<file path="config.mk">
export PLATFORM = sky130hd
export DESIGN_NAME = irb_tile_sequencer_flat
export DESIGN_NICKNAME = d
export VERILOG_FILES = /design/src/rtl/irb_tile_sequencer_if.sv /design/src/rtl/irb_tile_sequencer.sv /design/src/flat_wrapper.sv
export SDC_FILE = /design/constraint.sdc
export NUM_CORES = 1
export LEC_CHECK = 0
export ABC_AREA = 0
export CAP_MARGIN = 15
export CELL_PAD_IN_SITES_DETAIL_PLACEMENT = 0
export CELL_PAD_IN_SITES_GLOBAL_PLACEMENT = 1
export CORE_MARGIN = 2
export CORE_UTILIZATION = 41
export DETAILED_ROUTE_END_ITERATION = 8
export PLACE_DENSITY = 0.85
export SLEW_MARGIN = 20
export SYNTH_ARGS = -nofsm -noshare
export SYNTH_HDL_FRONTEND = slang
export SYNTH_SLANG_ARGS = --single-unit
</file>
<file path="constraint.sdc">
create_clock -name clk -period 27.7 [get_ports clk]
set_input_delay 5.54 -clock clk [delete_from_list [all_inputs] [get_ports clk]]
set_output_delay 5.54 -clock clk [all_outputs]
set_load 0.03 [all_outputs]
</file>
<file path="src/rtl/irb_tile_sequencer_if.sv">
// Tile-sequencer bus: layer descriptor in, tile descriptors out.
// master = layer controller / loader side, slave = the sequencer.
interface irb_tile_sequencer_if #(
  parameter int unsigned DIM_W = 8,
  parameter int unsigned CH_W  = 11,
  parameter int unsigned ADR_W = 16
);
  logic             cfg_valid;
  logic             cfg_ready;
  logic [DIM_W-1:0] cfg_nox;
  logic [DIM_W-1:0] cfg_noy;
  logic [CH_W-1:0]  cfg_nif;
  logic [1:0]       cfg_stride;
  logic             abort;
  logic             tile_valid;
  logic             tile_ready;
  logic [DIM_W-1:0] tile_ox0;
  logic [DIM_W-1:0] tile_oy0;
  logic [DIM_W-1:0] tile_tox;
  logic [DIM_W-1:0] tile_toy;
  logic [DIM_W-1:0] tile_ix0;
  logic [DIM_W-1:0] tile_iy0;
  logic [DIM_W-1:0] tile_tix;
  logic [DIM_W-1:0] tile_tiy;
  logic [CH_W-1:0]  tile_grp;
  logic [ADR_W-1:0] tile_fmo_off;
  logic             tile_last;
  logic             done;
  logic             cfg_err;

  modport master (
    output cfg_valid, cfg_nox, cfg_noy, cfg_nif, cfg_stride, abort, tile_ready,
    input  cfg_ready, tile_valid, tile_ox0, tile_oy0, tile_tox, tile_toy,
           tile_ix0, tile_iy0, tile_tix, tile_tiy, tile_grp, tile_fmo_off,
           tile_last, done, cfg_err
  );

  modport slave (
    input  cfg_valid, cfg_nox, cfg_noy, cfg_nif, cfg_stride, abort, tile_ready,
    output cfg_ready, tile_valid, tile_ox0, tile_oy0, tile_tox, tile_toy,
           tile_ix0, tile_iy0, tile_tix, tile_tiy, tile_grp, tile_fmo_off,
           tile_last, done, cfg_err
  );
endinterface

</file>
<file path="src/rtl/irb_tile_sequencer.sv">
// Tile scheduler for the inverted-residual-block datapath: walks a layer in
// (channel group, x tile, y tile) order and emits one registered descriptor
// per step, with edge clipping and stride-1/2 input windows.
module irb_tile_sequencer #(
  parameter int unsigned NKX   = 3,
  parameter int unsigned NKY   = 3,
  parameter int unsigned TOX   = 7,
  parameter int unsigned TOY   = 7,
  parameter int unsigned NPAR  = 2,
  parameter int unsigned DIM_W = 8,
  parameter int unsigned CH_W  = 11,
  parameter int unsigned ADR_W = 16
) (
  input logic                clk,
  input logic                rst_n,
  irb_tile_sequencer_if.slave bus
);

  localparam logic [1:0] IDLE = 2'd0;
  localparam logic [1:0] CALC = 2'd1;
  localparam logic [1:0] EMIT = 2'd2;

  localparam logic [DIM_W-1:0] TOX_C  = DIM_W'(TOX);
  localparam logic [DIM_W-1:0] TOY_C  = DIM_W'(TOY);
  localparam logic [DIM_W-1:0] ONE_D  = DIM_W'(1);
  localparam logic [DIM_W:0]   NKX_C  = (DIM_W+1)'(NKX);
  localparam logic [DIM_W:0]   NKY_C  = (DIM_W+1)'(NKY);
  localparam logic [CH_W-1:0]  NPAR_C = CH_W'(NPAR);
  localparam logic [CH_W-1:0]  ONE_C  = CH_W'(1);

  logic [1:0]       state_q;
  logic [DIM_W-1:0] nox_q, noy_q;
  logic [CH_W-1:0]  nif_q, ngrp_q;
  logic [1:0]       stride_q;

  logic             valid_q, last_q, done_q, err_q;
  logic [DIM_W-1:0] ox0_q, oy0_q, tox_q, toy_q, ix0_q, iy0_q, tix_q, tiy_q;
  logic [CH_W-1:0]  grp_q;
  logic [ADR_W-1:0] fmo_q;

  logic [CH_W-1:0]  ngrp_calc, ngrp_use;
  logic [DIM_W-1:0] px, py;
  logic [CH_W-1:0]  pg;
  logic [DIM_W-1:0] rem_x, rem_y, f_tox, f_toy, tx_m1, ty_m1, f_ix0, f_iy0, f_tix, f_tiy;
  logic [DIM_W:0]   tix_w, tiy_w;
  logic [ADR_W-1:0] f_fmo;
  logic             f_last;
  logic             cfg_ok;

  assign bus.cfg_ready    = (state_q == IDLE);
  assign bus.tile_valid   = valid_q;
  assign bus.tile_ox0     = ox0_q;
  assign bus.tile_oy0     = oy0_q;
  assign bus.tile_tox     = tox_q;
  assign bus.tile_toy     = toy_q;
  assign bus.tile_ix0     = ix0_q;
  assign bus.tile_iy0     = iy0_q;
  assign bus.tile_tix     = tix_q;
  assign bus.tile_tiy     = tiy_q;
  assign bus.tile_grp     = grp_q;
  assign bus.tile_fmo_off = fmo_q;
  assign bus.tile_last    = last_q;
  assign bus.done         = done_q;
  assign bus.cfg_err      = err_q;

  assign cfg_ok = (bus.cfg_nox != '0) && (bus.cfg_noy != '0) && (bus.cfg_nif != '0) &&
                  ((bus.cfg_stride == 2'd1) || (bus.cfg_stride == 2'd2));

  // Group count; CALC uses the freshly computed value before it is registered.
  always_comb begin
    ngrp_calc = nif_q / NPAR_C + (((nif_q % NPAR_C) != '0) ? ONE_C : '0);
    ngrp_use  = (state_q == CALC) ? ngrp_calc : ngrp_q;
  end

  // Position of the next descriptor, derived from the one currently presented.
  always_comb begin
    px = '0;
    py = '0;
    pg = '0;
    if (state_q != CALC) begin
      if (grp_q != ngrp_use - ONE_C) begin
        px = ox0_q;
        py = oy0_q;
        pg = grp_q + ONE_C;
      end else if (ox0_q + tox_q != nox_q) begin
        px = ox0_q + tox_q;
        py = oy0_q;
      end else begin
        py = oy0_q + toy_q;
      end
    end
  end

  // Descriptor fields for position (px, py, pg).
  always_comb begin
    rem_x  = nox_q - px;
    rem_y  = noy_q - py;
    f_tox  = (rem_x > TOX_C) ? TOX_C : rem_x;
    f_toy  = (rem_y > TOY_C) ? TOY_C : rem_y;
    tx_m1  = f_tox - ONE_D;
    ty_m1  = f_toy - ONE_D;
    tix_w  = (stride_q == 2'd2) ? ({tx_m1, 1'b0} + NKX_C) : ({1'b0, tx_m1} + NKX_C);
    tiy_w  = (stride_q == 2'd2) ? ({ty_m1, 1'b0} + NKY_C) : ({1'b0, ty_m1} + NKY_C);
    f_tix  = tix_w[DIM_W] ? '1 : tix_w[DIM_W-1:0];
    f_tiy  = tiy_w[DIM_W] ? '1 : tiy_w[DIM_W-1:0];
    f_ix0  = (stride_q == 2'd2) ? {px[DIM_W-2:0], 1'b0} : px;
    f_iy0  = (stride_q == 2'd2) ? {py[DIM_W-2:0], 1'b0} : py;
    f_fmo  = ADR_W'(py) * ADR_W'(nox_q) + ADR_W'(px);
    f_last = (pg == ngrp_use - ONE_C) &&
             (({1'b0, px} + {1'b0, f_tox}) == {1'b0, nox_q}) &&
             (({1'b0, py} + {1'b0, f_toy}) == {1'b0, noy_q});
  end

  // FSM and registered descriptor outputs; abort takes priority over handshake.
  always_ff @(posedge clk) begin
    if (!rst_n) begin
      state_q  <= IDLE;
      nox_q    <= '0;
      noy_q    <= '0;
      nif_q    <= '0;
      stride_q <= '0;
      ngrp_q   <= '0;
      valid_q  <= 1'b0;
      last_q   <= 1'b0;
      done_q   <= 1'b0;
      err_q    <= 1'b0;
      ox0_q    <= '0;
      oy0_q    <= '0;
      tox_q    <= '0;
      toy_q    <= '0;
      ix0_q    <= '0;
      iy0_q    <= '0;
      tix_q    <= '0;
      tiy_q    <= '0;
      grp_q    <= '0;
      fmo_q    <= '0;
    end else begin
      done_q <= 1'b0;
      err_q  <= 1'b0;
      case (state_q)
        IDLE: begin
          if (bus.cfg_valid) begin
            nox_q    <= bus.cfg_nox;
            noy_q    <= bus.cfg_noy;
            nif_q    <= bus.cfg_nif;
            stride_q <= bus.cfg_stride;
            if (cfg_ok) state_q <= CALC;
            else        err_q   <= 1'b1;
          end
        end
        CALC, EMIT: begin
          if (bus.abort) begin
            valid_q <= 1'b0;
            last_q  <= 1'b0;
            state_q <= IDLE;
          end else if (state_q == EMIT && valid_q && bus.tile_ready && last_q) begin
            valid_q <= 1'b0;
            last_q  <= 1'b0;
            done_q  <= 1'b1;
            state_q <= IDLE;
          end else if (state_q == CALC || (valid_q && bus.tile_ready)) begin
            if (state_q == CALC) ngrp_q <= ngrp_calc;
            valid_q <= 1'b1;
            last_q  <= f_last;
            ox0_q   <= px;
            oy0_q   <= py;
            grp_q   <= pg;
            tox_q   <= f_tox;
            toy_q   <= f_toy;
            ix0_q   <= f_ix0;
            iy0_q   <= f_iy0;
            tix_q   <= f_tix;
            tiy_q   <= f_tiy;
            fmo_q   <= f_fmo;
            state_q <= EMIT;
          end
        end
        default: state_q <= IDLE;
      endcase
    end
  end

endmodule

</file>
<file path="src/flat_wrapper.sv">
// flat-port wrapper written by rule: the top's interface ports become plain ports
module irb_tile_sequencer_flat 
#(
  parameter int unsigned NKX   = 3,
  parameter int unsigned NKY   = 3,
  parameter int unsigned TOX   = 7,
  parameter int unsigned TOY   = 7,
  parameter int unsigned NPAR  = 2,
  parameter int unsigned DIM_W = 8,
  parameter int unsigned CH_W  = 11,
  parameter int unsigned ADR_W = 16
)
  (clk, rst_n, bus_cfg_valid, bus_cfg_nox, bus_cfg_noy, bus_cfg_nif, bus_cfg_stride, bus_abort, bus_tile_ready, bus_cfg_ready, bus_tile_valid, bus_tile_ox0, bus_tile_oy0, bus_tile_tox, bus_tile_toy, bus_tile_ix0, bus_tile_iy0, bus_tile_tix, bus_tile_tiy, bus_tile_grp, bus_tile_fmo_off, bus_tile_last, bus_done, bus_cfg_err);
  irb_tile_sequencer_if #(.DIM_W(DIM_W), .CH_W(CH_W), .ADR_W(ADR_W)) bus_i ();
  input logic clk;
  input logic rst_n;
  input wire logic [$bits(bus_i.cfg_valid)-1:0] bus_cfg_valid;
  input wire logic [$bits(bus_i.cfg_nox)-1:0] bus_cfg_nox;
  input wire logic [$bits(bus_i.cfg_noy)-1:0] bus_cfg_noy;
  input wire logic [$bits(bus_i.cfg_nif)-1:0] bus_cfg_nif;
  input wire logic [$bits(bus_i.cfg_stride)-1:0] bus_cfg_stride;
  input wire logic [$bits(bus_i.abort)-1:0] bus_abort;
  input wire logic [$bits(bus_i.tile_ready)-1:0] bus_tile_ready;
  output wire logic [$bits(bus_i.cfg_ready)-1:0] bus_cfg_ready;
  output wire logic [$bits(bus_i.tile_valid)-1:0] bus_tile_valid;
  output wire logic [$bits(bus_i.tile_ox0)-1:0] bus_tile_ox0;
  output wire logic [$bits(bus_i.tile_oy0)-1:0] bus_tile_oy0;
  output wire logic [$bits(bus_i.tile_tox)-1:0] bus_tile_tox;
  output wire logic [$bits(bus_i.tile_toy)-1:0] bus_tile_toy;
  output wire logic [$bits(bus_i.tile_ix0)-1:0] bus_tile_ix0;
  output wire logic [$bits(bus_i.tile_iy0)-1:0] bus_tile_iy0;
  output wire logic [$bits(bus_i.tile_tix)-1:0] bus_tile_tix;
  output wire logic [$bits(bus_i.tile_tiy)-1:0] bus_tile_tiy;
  output wire logic [$bits(bus_i.tile_grp)-1:0] bus_tile_grp;
  output wire logic [$bits(bus_i.tile_fmo_off)-1:0] bus_tile_fmo_off;
  output wire logic [$bits(bus_i.tile_last)-1:0] bus_tile_last;
  output wire logic [$bits(bus_i.done)-1:0] bus_done;
  output wire logic [$bits(bus_i.cfg_err)-1:0] bus_cfg_err;
  assign bus_i.cfg_valid = bus_cfg_valid;
  assign bus_i.cfg_nox = bus_cfg_nox;
  assign bus_i.cfg_noy = bus_cfg_noy;
  assign bus_i.cfg_nif = bus_cfg_nif;
  assign bus_i.cfg_stride = bus_cfg_stride;
  assign bus_i.abort = bus_abort;
  assign bus_i.tile_ready = bus_tile_ready;
  assign bus_cfg_ready = bus_i.cfg_ready;
  assign bus_tile_valid = bus_i.tile_valid;
  assign bus_tile_ox0 = bus_i.tile_ox0;
  assign bus_tile_oy0 = bus_i.tile_oy0;
  assign bus_tile_tox = bus_i.tile_tox;
  assign bus_tile_toy = bus_i.tile_toy;
  assign bus_tile_ix0 = bus_i.tile_ix0;
  assign bus_tile_iy0 = bus_i.tile_iy0;
  assign bus_tile_tix = bus_i.tile_tix;
  assign bus_tile_tiy = bus_i.tile_tiy;
  assign bus_tile_grp = bus_i.tile_grp;
  assign bus_tile_fmo_off = bus_i.tile_fmo_off;
  assign bus_tile_last = bus_i.tile_last;
  assign bus_done = bus_i.done;
  assign bus_cfg_err = bus_i.cfg_err;
  irb_tile_sequencer #(.NKX(NKX), .NKY(NKY), .TOX(TOX), .TOY(TOY), .NPAR(NPAR), .DIM_W(DIM_W), .CH_W(CH_W), .ADR_W(ADR_W)) u_core (.clk(clk), .rst_n(rst_n), .bus(bus_i));
endmodule
</file>
Word-level counts from Yosys, hierarchy flattened

Index checks and enable logic that the tools add are counted.

$add $sub $neg: 16
Multiply operators: 1
Order comparisons: 2
Equality and inequality tests: 14
Muxes and demuxes: 32
Bitwise operators: 4
Reductions and logical operators: 23

Operator list:

| kind                                                                             | count |
|---|---|
| 8-bit 2-to-1 mux                                                                 | 12 |
| 11-bit 2-to-1 mux                                                                | 3 |
| 8-bit by 2-bit adder with 9-bit output (second input constant)                   | 2 |
| 8-bit by 8-bit adder with 9-bit output                                           | 2 |
| 9-bit by 2-bit adder with 9-bit output (second input constant)                   | 2 |
| 9-bit by 8-bit equality test with 1-bit output                                   | 2 |
| 9-bit 2-to-1 mux                                                                 | 2 |
| 16-bit by 8-bit adder with 16-bit output                                         | 1 |
| 8-bit adder                                                                      | 2 |
| 8-bit by 3-bit greater-than comparator with 1-bit output (second input constant) | 2 |
| 8-bit by 8-bit multiplier with 16-bit output                                     | 1 |
| 8-bit nonzero test                                                               | 2 |
| 8-bit by 1-bit subtractor with 8-bit output (second input constant)              | 2 |
| 8-bit subtractor                                                                 | 2 |
| 10-bit by 11-bit adder with 11-bit output                                        | 1 |
| 11-bit by 1-bit adder with 11-bit output (second input constant)                 | 1 |
| 11-bit equality test                                                             | 1 |
| 11-bit inequality test                                                           | 1 |
| 11-bit nonzero test                                                              | 1 |
| 11-bit by 1-bit subtractor with 11-bit output (second input constant)            | 1 |
| 2-bit 2-to-1 mux                                                                 | 5 |
| 1-bit logical AND                                                                | 9 |
| 1-bit 2-to-1 mux                                                                 | 9 |
| 8-bit inequality test                                                            | 1 |
| 15 further kinds                                                                 | 25 |

Register bits after elaboration: 137
Input bits: 34
Output and inout bits: 96

Depth between registers and ports, before layout

Depth after elaboration: 17
Mapped depth: 46
Gate-level depth less buffers: 39

Worst setup path after synthesis

No wires, ideal clock.

Kind: register to register
Start: reg u_core.state_q[1]
End: reg u_core.last_q, in the netlist u_core.bus.tile_last
Arrival time: 9.433 ns
Required time: 27.643 ns
Slack: 18.210 ns
Stages on the path, launching flop included: 45
Buffers on the path: 7
Period minus slack after synthesis: 9.490 ns
Cell sequence: dfxtp_1 > inv_1 > ha_1 > buf_2 > buf_2 > buf_1 > clkbuf_1 > clkbuf_1 > buf_1 > mux2i_1 > ha_1 > and4_1 > nand2b_1 > a2111oi_2 > o21ai_1 > nor3_2 > clkbuf_1 > a31oi_1 > [9 not listed] > mux2i_1 > o21ai_2 > nor2_1 > inv_1 > fa_1 > a21o_1 > a21oi_1 > o21bai_1 > a21oi_1 > xnor2_1 > o21ai_0 > nor4_1 > o21ai_0 > a2111oi_0 > o2111ai_1 > or4_4 > a211oi_2 > a21bo_1

Word-level cells in the longest chain between the ends: 16

Ends and longest elaborated chain:

| item                                               | line                      | source |
|---|---|---|
| from (decl)                                        | irb_tile_sequencer.sv:31  | `logic [1:0] state_q;` |
| from (signal assigned)                             | irb_tile_sequencer.sv:117 | `state_q <= IDLE;` |
| from (signal assigned)                             | irb_tile_sequencer.sv:147 | `if (cfg_ok) state_q <= CALC;` |
| from (signal assigned)                             | irb_tile_sequencer.sv:155 | `state_q <= IDLE;` |
| 2-bit by 1-bit equality test with 1-bit output     | irb_tile_sequencer.sv:72  | `ngrp_use = (state_q == CALC) ? ngrp_calc : ngrp_q;` |
| 11-bit 2-to-1 mux                                  | -                         |  |
| 11-bit by 1-bit subtractor with 11-bit output      | irb_tile_sequencer.sv:81  | `if (grp_q != ngrp_use - ONE_C) begin` |
| 11-bit inequality test                             | irb_tile_sequencer.sv:81  |  |
| 8-bit 2-to-1 mux                                   | irb_tile_sequencer.sv:81  |  |
| 8-bit 2-to-1 mux (*)                               | irb_tile_sequencer.sv:80  | `if (state_q != CALC) begin` |
| net u_core.px[1]                                   | irb_tile_sequencer.sv:42  | `logic [DIM_W-1:0] px, py;` |
| 8-bit subtractor (*)                               | irb_tile_sequencer.sv:96  | `rem_x = nox_q - px;` |
| [2 not listed]                                     | -                         |  |
| net u_core.f_tox[1]                                | irb_tile_sequencer.sv:44  | `logic [DIM_W-1:0] rem_x, rem_y, f_tox, f_toy, tx_m1, ty_m1, f_ix0, f_iy0, f_tix, f_tiy;` |
| 8-bit by 8-bit adder with 9-bit output (*)         | irb_tile_sequencer.sv:110 | `(({1'b0, px} + {1'b0, f_tox}) == {1'b0, nox_q}) &&` |
| 9-bit by 8-bit equality test with 1-bit output (*) | irb_tile_sequencer.sv:110 |  |
| 1-bit logical AND (*)                              | irb_tile_sequencer.sv:109 | `f_last = (pg == ngrp_use - ONE_C) &&` |
| 1-bit logical AND (*)                              | irb_tile_sequencer.sv:110 |  |
| 1-bit 2-to-1 mux (*)                               | irb_tile_sequencer.sv:161 | `end else if (state_q == CALC \|\| (valid_q && bus.tile_ready)) begin` |
| 1-bit 2-to-1 mux (*)                               | irb_tile_sequencer.sv:156 | `end else if (state_q == EMIT && valid_q && bus.tile_ready && last_q) begin` |
| 1-bit 2-to-1 mux (*)                               | irb_tile_sequencer.sv:152 | `if (bus.abort) begin` |
| to (signal assigned)                               | irb_tile_sequencer.sv:164 | `last_q <= f_last;` |
| to (decl)                                          | irb_tile_sequencer.sv:36  | `logic valid_q, last_q, done_q, err_q;` |

Mark *: on every way through the listed nets, which the timed path passes. The rest lies on a longest branch. The select of a mux whose other input is x is not followed.
A chain may end at the register's enable or synchronous reset.

Final worst setup path

Same ends and word-level chain as after synthesis.

==> summary.txt <==
Floorplan
  • Number of placement rows: between 60 and 70
  • Die outline area: 0.0292 mm2
  • Die X: approximately 170 um
  • Number of top-level pins: 130
  • Effective utilization at floorplan: 0.413
  • Die span in y: between 150 and 200 um
  • Core area: 0.0276 mm2

Global route
  • Largest net degree at the start of global routing: just under 70
  • Number of antenna violations at the first check in global routing: 0
  • Remaining Overflow, GRT: 0
  • GR Util All Layers: 0.245
  • Global-route wire length before repair: 55.9 mm
  • Via count of the first global-routing pass: 10700

Clock network
  • Hold bufs inserted after CTS: 0
  • Source-to-sink clock delay at the later pin of the worst-skew pair: 440 ps
  • CTS Root Cell: clkbuf_16
  • PostCTS Resize Cnt: 0
  • Number of setup buffers added after CTS: 0
  • Clock slew at reported path FFs: roughly 70 ps
  • Cts bufs inserted: 17
  • TritonCTS clock tree: done
  • Number of sinks handled by clock tree synthesis: between 100 and 150
  • Largest buffer count on any clock path: 2
  • CTS H-Tree Depth: 4

Route
  • Number of vias in the routed layout: 10700
  • Avg WL per Cell: around 18 um
  • Total wire length after detailed routing: 35.0 mm
  • Initial DRC Count: roughly 740
  • Vias per std cell: around 5.5
  • Remaining routing DRC violations: 0
  • Antenna violation net count after detailed routing: 0
  • 1st-pass router iterations: 5

Setup path
  • Cell with the biggest individual delay on the critical path: nor3_2
  • Launching point of the worst reg2reg path: u_core.state_q[1]
  • Critical path capture point type: flip-flop
  • Critical path origin: u_core.state_q[1]
  • Number of cells traversed by the worst register-to-register path: 39
  • Highest fanout seen on the critical path: 57
  • Type of origin of the critical path: flip-flop
  • Crit-path max cell delay: around 890 ps
  • Critical Path RT: roughly 28000 ps
  • Data arrival, critical path: between 10000 and 15000 ps
  • Setup CP Type: reg2reg

Synthesis
  • Count of unique library cells instantiated by Yosys: 86
  • XOR/XNOR Fraction of Synth Area: 0.0797
  • Share of synthesized cell area in full adder, half adder and majority cells: 0.186
  • Average cell area after synthesis: approximately 7.9 um2
  • Primary flip-flop cell chosen by synthesis mapping: dfxtp_1
  • Post-synth EDFFs: 0
  • Area fraction in and, or, nand and nor cells after synthesis: 0.225
  • Register area share after synthesis: 0.240
  • Ys Warns: 0
  • Async set or reset register ratio after synthesis: 0
  • Post-synthesis cell count: between 1000 and 1500
  • Main combinational cell family by area after synthesis: simple AND/OR/NAND/NOR gates
  • Compound-Gate Fraction of Synth Area: 0.176
  • Share of cell area taken by muxes after synthesis: 0.0305
  • Yosys reg bits: 137
  • Total standard cell area after synthesis: 0.0114 mm2

STA
  • Headroom to the max-slew limit: 0.298
  • Setup-violating endpoint count in the final report: 0
  • Max-slew violations: 0
  • Number of endpoints with negative hold slack in the final report: 0
  • Least setup slack across all paths after layout: about 17000 ps
  • Worst-case clock skew: ~12 ps
  • Worst slew pin tran: about 1000 ps
  • Setup repair after global routing missed its margin: false
  • Tcrit/Tclk final: 0.380
  • Fin Setup TNS: 0 ps
  • Clock period minus worst slack: about 11000 ps
  • Fmax: between 90 and 100 MHz

Placement
  • Routability-driven placement congestion ratio: about 0.95
  • Half-perimeter wire length after detailed placement: approximately 26 mm
  • Input/output buffers: about 130
  • Pre-CTS WS: between 15000 and 20000 ps

Run
  • MaxCap Viol Count: 0

Run status
  • Status: finished clean

Final layout
  • Ratio of cells with drive above 1 in the final layout: 0.0527
  • P&R area growth vs syn: 19.2%
  • Count of nets after finishing: roughly 1700
  • Layout fillers: between 2000 and 3000
  • Total inserted antenna cells: 0

Hold path
  • Hold Startpoint: u_core.bus.tile_fmo_off[14]
  • Hold/Removal Path Class: reg2reg
  • Number of cells traversed by the worst hold path: 2

Pwr
  • Pwr/cell area: ~42 mW/mm2
  • Peak VDD IR: ~0.000039 V
  • Total power consumption of the routed design: between 0.5 and 0.6 mW
  • Leak pwr: 5.52 nW
==> critical path, delay by kind of cell (launching register included) <==
| kind | cells | cell delay, ps |
|---|---|---|
| multiplexers | 3 | 710 |
| adder cells (fa/ha/maj) | 4 | 1270 |
| AND/OR/NAND/NOR | 9 | 3030 |
| AO/OA/AOI/OAI | 17 | 3800 |
| buffers and inverters | 4 | 970 |
| XOR/XNOR | 2 | 330 |
| flip-flops | 1 | 330 |
==> per-stage QoR <==
| stage | cell area [um2] | utilization | std cells | hold WS (ps) |
|---|---|---|---|---|
| 3_5_place_dp | 13000 | 0.471 | 1902 | 444 |
| 3_3_place_gp | 13000 | 0.471 | 1902 | 444 |
| 5_1_grt | 13600 | 0.493 | 1934 | 481 |
| 2_1_floorplan | 11500 | - | 1462 | 436 |
| 6_report | 13600 | 0.493 | 1934 | 454 |
| 4_1_cts | 13600 | 0.493 | 1934 | 460 |
==> Yosys cell counts (4+ instances only) <==
cell type  instances  area (um2)
fa_1              49         981
and3_1            16         100
a22oi_1            6        45.0
xnor2_1           66         578
o31ai_1            6        45.0
o2111ai_1          4        35.0
o21bai_1          10        75.1
a211o_1            5        43.8
buf_1              5        18.8
o21ai_0           41         205
or4_1              7        52.6
nand3_1           24         120
inv_2              5        18.8
nand4_1           10        62.6
nor2b_1           21         131
dfxtp_1          137        2740
xor2_1            30         263
nand2_1          230         863
a21o_1            13        97.6
o211a_1            4        40.0
o211ai_1           5        37.5
buf_2              5        25.0
o41ai_1            4        35.0
nor4_1            12        75.1
a21oi_1          131         656
o221a_2            5        56.3
nor3_1            29         145
a21boi_0           4        30.0
nand2b_1          13        81.3
and2_1            25         156
mux2i_1           28         280
a211oi_1          28         210
nor2_1           116         435
or3_1              5        31.3
ha_1              91        1140
nand3b_1           4        30.0
clkbuf_1          71         267
a31oi_1           12        75.1
inv_1            103         387
==> path summary, 6_finish.rpt <==
check,endpoint,slack [ps]
setup / recovery,u_core.bus.tile_last,17170
hold reg to reg,u_core.bus.tile_fmo_off[14],450
hold / removal,u_core.bus.tile_fmo_off[14],450
setup reg to reg,u_core.bus.tile_last,17170
==> registers in the layout, summed over array words and instances, names as in the netlist, 2 cells and up <==
name,flops
u_core.bus.tile_fmo_off,16
u_core.bus.tile_grp,11
u_core.ngrp_q,11
u_core.nif_q,11
u_core.bus.tile_ix0,8
u_core.bus.tile_iy0,8
u_core.bus.tile_ox0,8
u_core.bus.tile_oy0,8
u_core.bus.tile_tix,8
u_core.bus.tile_tiy,8
u_core.bus.tile_tox,8
u_core.bus.tile_toy,8
u_core.nox_q,8
u_core.noy_q,8
u_core.state_q,2
u_core.stride_q,2
==> power by group <==
group / switching (mW) / leakage, nW / internal (mW)
logic: 0.0782 / 4.13 / 0.0500
clock network: 0.103 / 0.280 / 0.135
registers: 0.00944 / 1.11 / 0.202
total: 0.191 / 5.52 / 0.386
==> kinds of logic (layout without fill, tap and decap cells) <==
logic type,after synthesis,count (layout)
flip-flops,137,137
buffers and inverters,190,284
XOR/XNOR,99,99
other,1,10
adder cells (fa/ha/maj),140,140
AO/OA/AOI/OAI,312,312
AND/OR/NAND/NOR,541,541
multiplexers,33,33
==> layer usage <==
layer  vias to the layer above  wire (um)  GRT usage
li1                       5157          -          -
met1                      5068      14600      0.291
met2                       361      17200      0.436
met3                       101       1850     0.0370
met4                         0       1370      0.108
met5                         -          0          0
==> cell usage in the layout (no fill, tap or decap), types with 5 or more instances in the layout <==
master	n
nor3_1	29
nand3_1	24
o21ai_0	41
nand2b_1	13
o221a_2	5
or3_1	5
and2_1	24
nor4_1	12
inv_1	103
mux2i_1	28
a31oi_1	12
nand4_1	10
o21bai_1	10
a211o_1	5
nand2_1	228
fa_1	49
o211ai_1	5
conb_1	10
o31ai_1	6
inv_6	5
ha_1	90
xnor2_1	66
and3_1	16
a21oi_1	131
clkdlybuf4s50_1	129
nor2b_1	21
nor2_1	116
a21o_1	13
or4_1	7
buf_4	14
xor2_1	30
a22oi_1	6
a211oi_1	28
clkbuf_16	17
dfxtp_1	137
==> final cells by class <==
class                      count  area, um2  share of cell area
clock buffer                  18        429              0.0315
clock inverter                14        160              0.0118
inverter                     109        410              0.0301
multi-input combinational   1135       8000               0.588
sequential                   137       2740               0.201
tap                          378        473              0.0347
timing repair buffer         143       1400               0.103
Note: power is estimated with default switching activity, not from simulation.
==> patch 1 (same flow settings) <==
`ADR_W` is set to 16 in 3 places; all go to 32.
--- a/src/rtl/irb_tile_sequencer_if.sv
+++ b/src/rtl/irb_tile_sequencer_if.sv
@@ -3,7 +3,7 @@
 interface irb_tile_sequencer_if #(
   parameter int unsigned DIM_W = 8,
   parameter int unsigned CH_W  = 11,
-  parameter int unsigned ADR_W = 16
+  parameter int unsigned ADR_W = 32
 );
   logic             cfg_valid;
   logic             cfg_ready;
--- a/src/rtl/irb_tile_sequencer.sv
+++ b/src/rtl/irb_tile_sequencer.sv
@@ -9,7 +9,7 @@
   parameter int unsigned NPAR  = 2,
   parameter int unsigned DIM_W = 8,
   parameter int unsigned CH_W  = 11,
-  parameter int unsigned ADR_W = 16
+  parameter int unsigned ADR_W = 32
 ) (
   input logic                clk,
   input logic                rst_n,
--- a/src/flat_wrapper.sv
+++ b/src/flat_wrapper.sv
@@ -8,7 +8,7 @@
   parameter int unsigned NPAR  = 2,
   parameter int unsigned DIM_W = 8,
   parameter int unsigned CH_W  = 11,
-  parameter int unsigned ADR_W = 16
+  parameter int unsigned ADR_W = 32
 )
   (clk, rst_n, bus_cfg_valid, bus_cfg_nox, bus_cfg_noy, bus_cfg_nif, bus_cfg_stride, bus_abort, bus_tile_ready, bus_cfg_ready, bus_tile_valid, bus_tile_ox0, bus_tile_oy0, bus_tile_tox, bus_tile_toy, bus_tile_ix0, bus_tile_iy0, bus_tile_tix, bus_tile_tiy, bus_tile_grp, bus_tile_fmo_off, bus_tile_last, bus_done, bus_cfg_err);
   irb_tile_sequencer_if #(.DIM_W(DIM_W), .CH_W(CH_W), .ADR_W(ADR_W)) bus_i ();
Ports: changed (resized bus_tile_fmo_off); port bits go from 130 to 146. The function was not compared with the original's and may differ.
==> patch 1 against the original RTL <==
Wire length shrank 0.16%; largest power group unchanged; fmax hardly changed; largest cell class unchanged; total power rose by 3.9%; synthesized area rose by 3.6%; sequential cell count rose by 1; cell area up 2.6%; setup slack better by 0.0071 ns; utilization is 0.34 points lower; global-route usage down 1.2 points.
==> patch 1: results (changes against the original RTL) <==
outcome: "complete, no violations"
grt_use_total_pct: 23.25  # -1.2 points
final_util_pct: 48.92  # -0.34 points
synth_mux_area_share_pct: 2.010  # -1.0 points
gp_congestion: 0.9278  # -2.6%
multi_input_area_sq_mm: 0.008268  # +3.3%
ir_drop_v: 0.00003112  # -20%
synth_compound_area_share_pct: 18.15  # +0.55 points
netSwitchingFraction_pct: 35.25  # +2.2 points
slowest_delay_ns: 0.74  # -0.15 ns
ys_ff_latch: 138  # +0.73%
clk_share_pct: 4.112  # -0.22 points
grtUsageMet2_pct: 36.12  # -7.5 points
synth_seq_area_share_pct: 23.36  # -0.66 points
first_global_vias: 10340  # -3.4%
p_clk_uw: 233  # -2%
synth_xor_area_share_pct: 7.479  # -0.49 points
final_nets: 1785  # +4.0%
ys_top_cells_by_area: "dfxtp_1, ha_1, fa_1, nand2_1, a21oi_1"
tightestPinTransition_ns: 1.076  # +0.02855 ns
cp_slowest_cell: "or4_1"
grt_pass1_wl_microns: 56420  # +0.93%
largest_reg_flops: 17  # +1
core-area_sq_mm: 0.02855  # +3.3%
seq_area_share_pct: 19.78  # -0.37 points
buffer_area_share_pct: 10.55  # +0.30 points
use_met1_pct: 33.65  # +4.6 points
layout.non_clock_inverters: 108  # -0.92%
synth.distinct_cells: 88  # +2.3%
==> patch 1: cell types whose count changed in the layout (fill, tap and decap cells not counted), moves of 8 or more <==
| cell | change |
|---|---|
| a211oi_1 | -8 |
| a311oi_1 | +9 |
| nor4_1 | +8 |
| mux2i_1 | -8 |
| o21a_1 | +11 |
| buf_4 | +9 |
| conb_1 | +15 |
| a21oi_1 | +12 |
| o21ai_0 | +13 |
==> patch 1: routing by layer <==
metal  vias up  routed length [microns]
met4         0                      612
met5         -                        0
li1       5347                        -
met1      5254                    17020
met3        40                     1876
met2       325                    15430
==> patch 1: final timing paths <==
path | to | from | cells past startpoint | slack, ns
worst max-delay path | u_core.bus.tile_last | u_core.state_q[1] | 43 | 17.18
worst min-delay path | u_core.bus.tile_ix0[7] | u_core.bus.tile_ix0[7] | 2 | 0.45
worst max register to register | u_core.bus.tile_last | u_core.state_q[1] | 43 | 17.18
worst min register to register | u_core.bus.tile_ix0[7] | u_core.bus.tile_ix0[7] | 2 | 0.45
==> patch 2 (same flow settings) <==
Without the edit above. Reset style: asynchronous (`rst_n`), changed in one clocked block.
--- a/src/rtl/irb_tile_sequencer.sv
+++ b/src/rtl/irb_tile_sequencer.sv
@@ -112,7 +112,7 @@
   end
 
   // FSM and registered descriptor outputs; abort takes priority over handshake.
-  always_ff @(posedge clk) begin
+  always_ff @(posedge clk or negedge rst_n) begin
     if (!rst_n) begin
       state_q  <= IDLE;
       nox_q    <= '0;
Formal check against the unedited RTL: differs if rst_n is asserted again (counterexample within 4 cycles, from zero or initial values and one cycle with rst_n low); with rst_n held inactive, the same outputs for 4 cycles.
==> patch 2 against the original RTL <==
Sequential cell count is the same; die area increased by 3.2%; cell area increased by 3.3%; synthesized area increased by 3.3%; setup slack worse by 0.16 ns; global-route usage decreased by 1.1 points; clock skew decreased by 0.0010 ns; critical path depth is 2 lower; via count shrank 4.3%; wire length fell by 0.69%; utilization hardly changed; cell count shrank 4.5%; highest routed layer unchanged.
Power is not compared: it rests on default switching activity, and its combinational part moved more than twofold at a synthesized area within 25%.
==> patch 2: results (changes against the original RTL) <==
crit_path_max_fanout: 51  # -11%
fin_crit_ns: 10.68  # +0.1566 ns
grt_pass1_wl_microns: 55540  # -0.65%
ys_warn_count: 0  # unchanged
met2WireLength_microns: 16310  # -5.2%
netlist_top_cells_count: "nand2_1, dfrtp_1, inv_1, o21ai_0, ha_1"
synth.distinct_cells: 86  # unchanged
skew_ns: 0.01054  # -0.001034 ns
grt_use_total_pct: 23.36  # -1.1 points
use_met3_pct: 3.860  # +0.16 points
hold_path_depth: 1  # -1
reg2reg_depth: 37  # -5.1%
first_global_vias: 10050  # -6.2%
synth_compound_area_share_pct: 17.08  # -0.52 points
drive_gt1_share_pct: 7.724  # +2.5 points
stdcell_count: 1847  # -4.5%
final_nets: 1623  # -5.5%
cp-endpoint: "u_core.bus.tile_last"
place_hpwl_microns: 26020  # +0.79%
gp_congestion: 0.8941  # -6.1%
hold_path_end: "u_core.bus.tile_tiy[4]"
grtUsageMet2_pct: 38.43  # -5.2 points
synth_seq_area_share_pct: 29.07  # +5.0 points
vias_per_cell: 5.539  # +0.24%
grt_max_degree: 86  # +25%
slowest_delay_ns: 0.72  # -0.17 ns
yosys.area_share.adder_pct: 17.84  # -0.72 points
ys_top_cells_by_area: "dfrtp_1, ha_1, fa_1, nand2_1, xnor2_1"
drtIter0Drc: 795  # +8.2%
synth_xor_area_share_pct: 7.224  # -0.74 points
r2r_start: "u_core.state_q[1]"
hold_start: "u_core.bus.tile_tiy[4]"
fin_hold_ws_ns: 0.4816  # +0.02771 ns
antenna_found_initial: 1  # +1
wl_met3_microns: 1879  # +1.3%
critPathArrivalTime_ns: 11.01  # +0.10 ns
wl_per_cell_microns: 18.81  # +4.0%
drt-met1-wl_microns: 15680  # +7.8%
postSynthAreaPerCell_sq_um: 8.705  # +11%
routed.top_layer: "met4"
synthArstFlopShare_pct: 100.0  # +100 points
slew_headroom_pct: 36.06  # +6.3 points
synth_mux_area_share_pct: 4.477  # +1.4 points
outcome: "complete, no violations"
-- patch 2: changes by cell type after synthesis, moves of 31 or more --
cell     unedited run  this run
a21oi_1           131        61
dfrtp_1             0       137
dfxtp_1           137         0
mux2_2              3        34
nand2_1           230       193
nor2_1            116        80
o21ai_0            41        90
-- patch 2: layout make-up --
class	instances	area (sq um)
Fill cell	2783	14490
Multi-Input combinational cell	1045	7706
Sequential cell	137	3428
Timing Repair Buffer	144	1405
Tap cell	384	480.5
Clock buffer	17	425.4
Inverter	106	400.4
Clock inverter	14	210.2
-- patch 2: critical path: cells and delay by family, from the launching register on --
family          cells  cell delay, ns
compound gates     12            3.24
flops               1            0.41
simple gates       14            3.93
fa+ha+maj           4            1.03
buf+inv             4            0.98
xor+xnor            1            0.16
mux                 2            0.81
-- patch 2: per-stage QoR --
step,total power [mW],cell area (sq um)
6_report,1.239,14060
5_1_grt,1.316,14060
4_1_cts,1.237,14060
3_5_place_dp,0.9772,13420
3_3_place_gp,0.9720,13420
2_1_floorplan,0.7749,11830
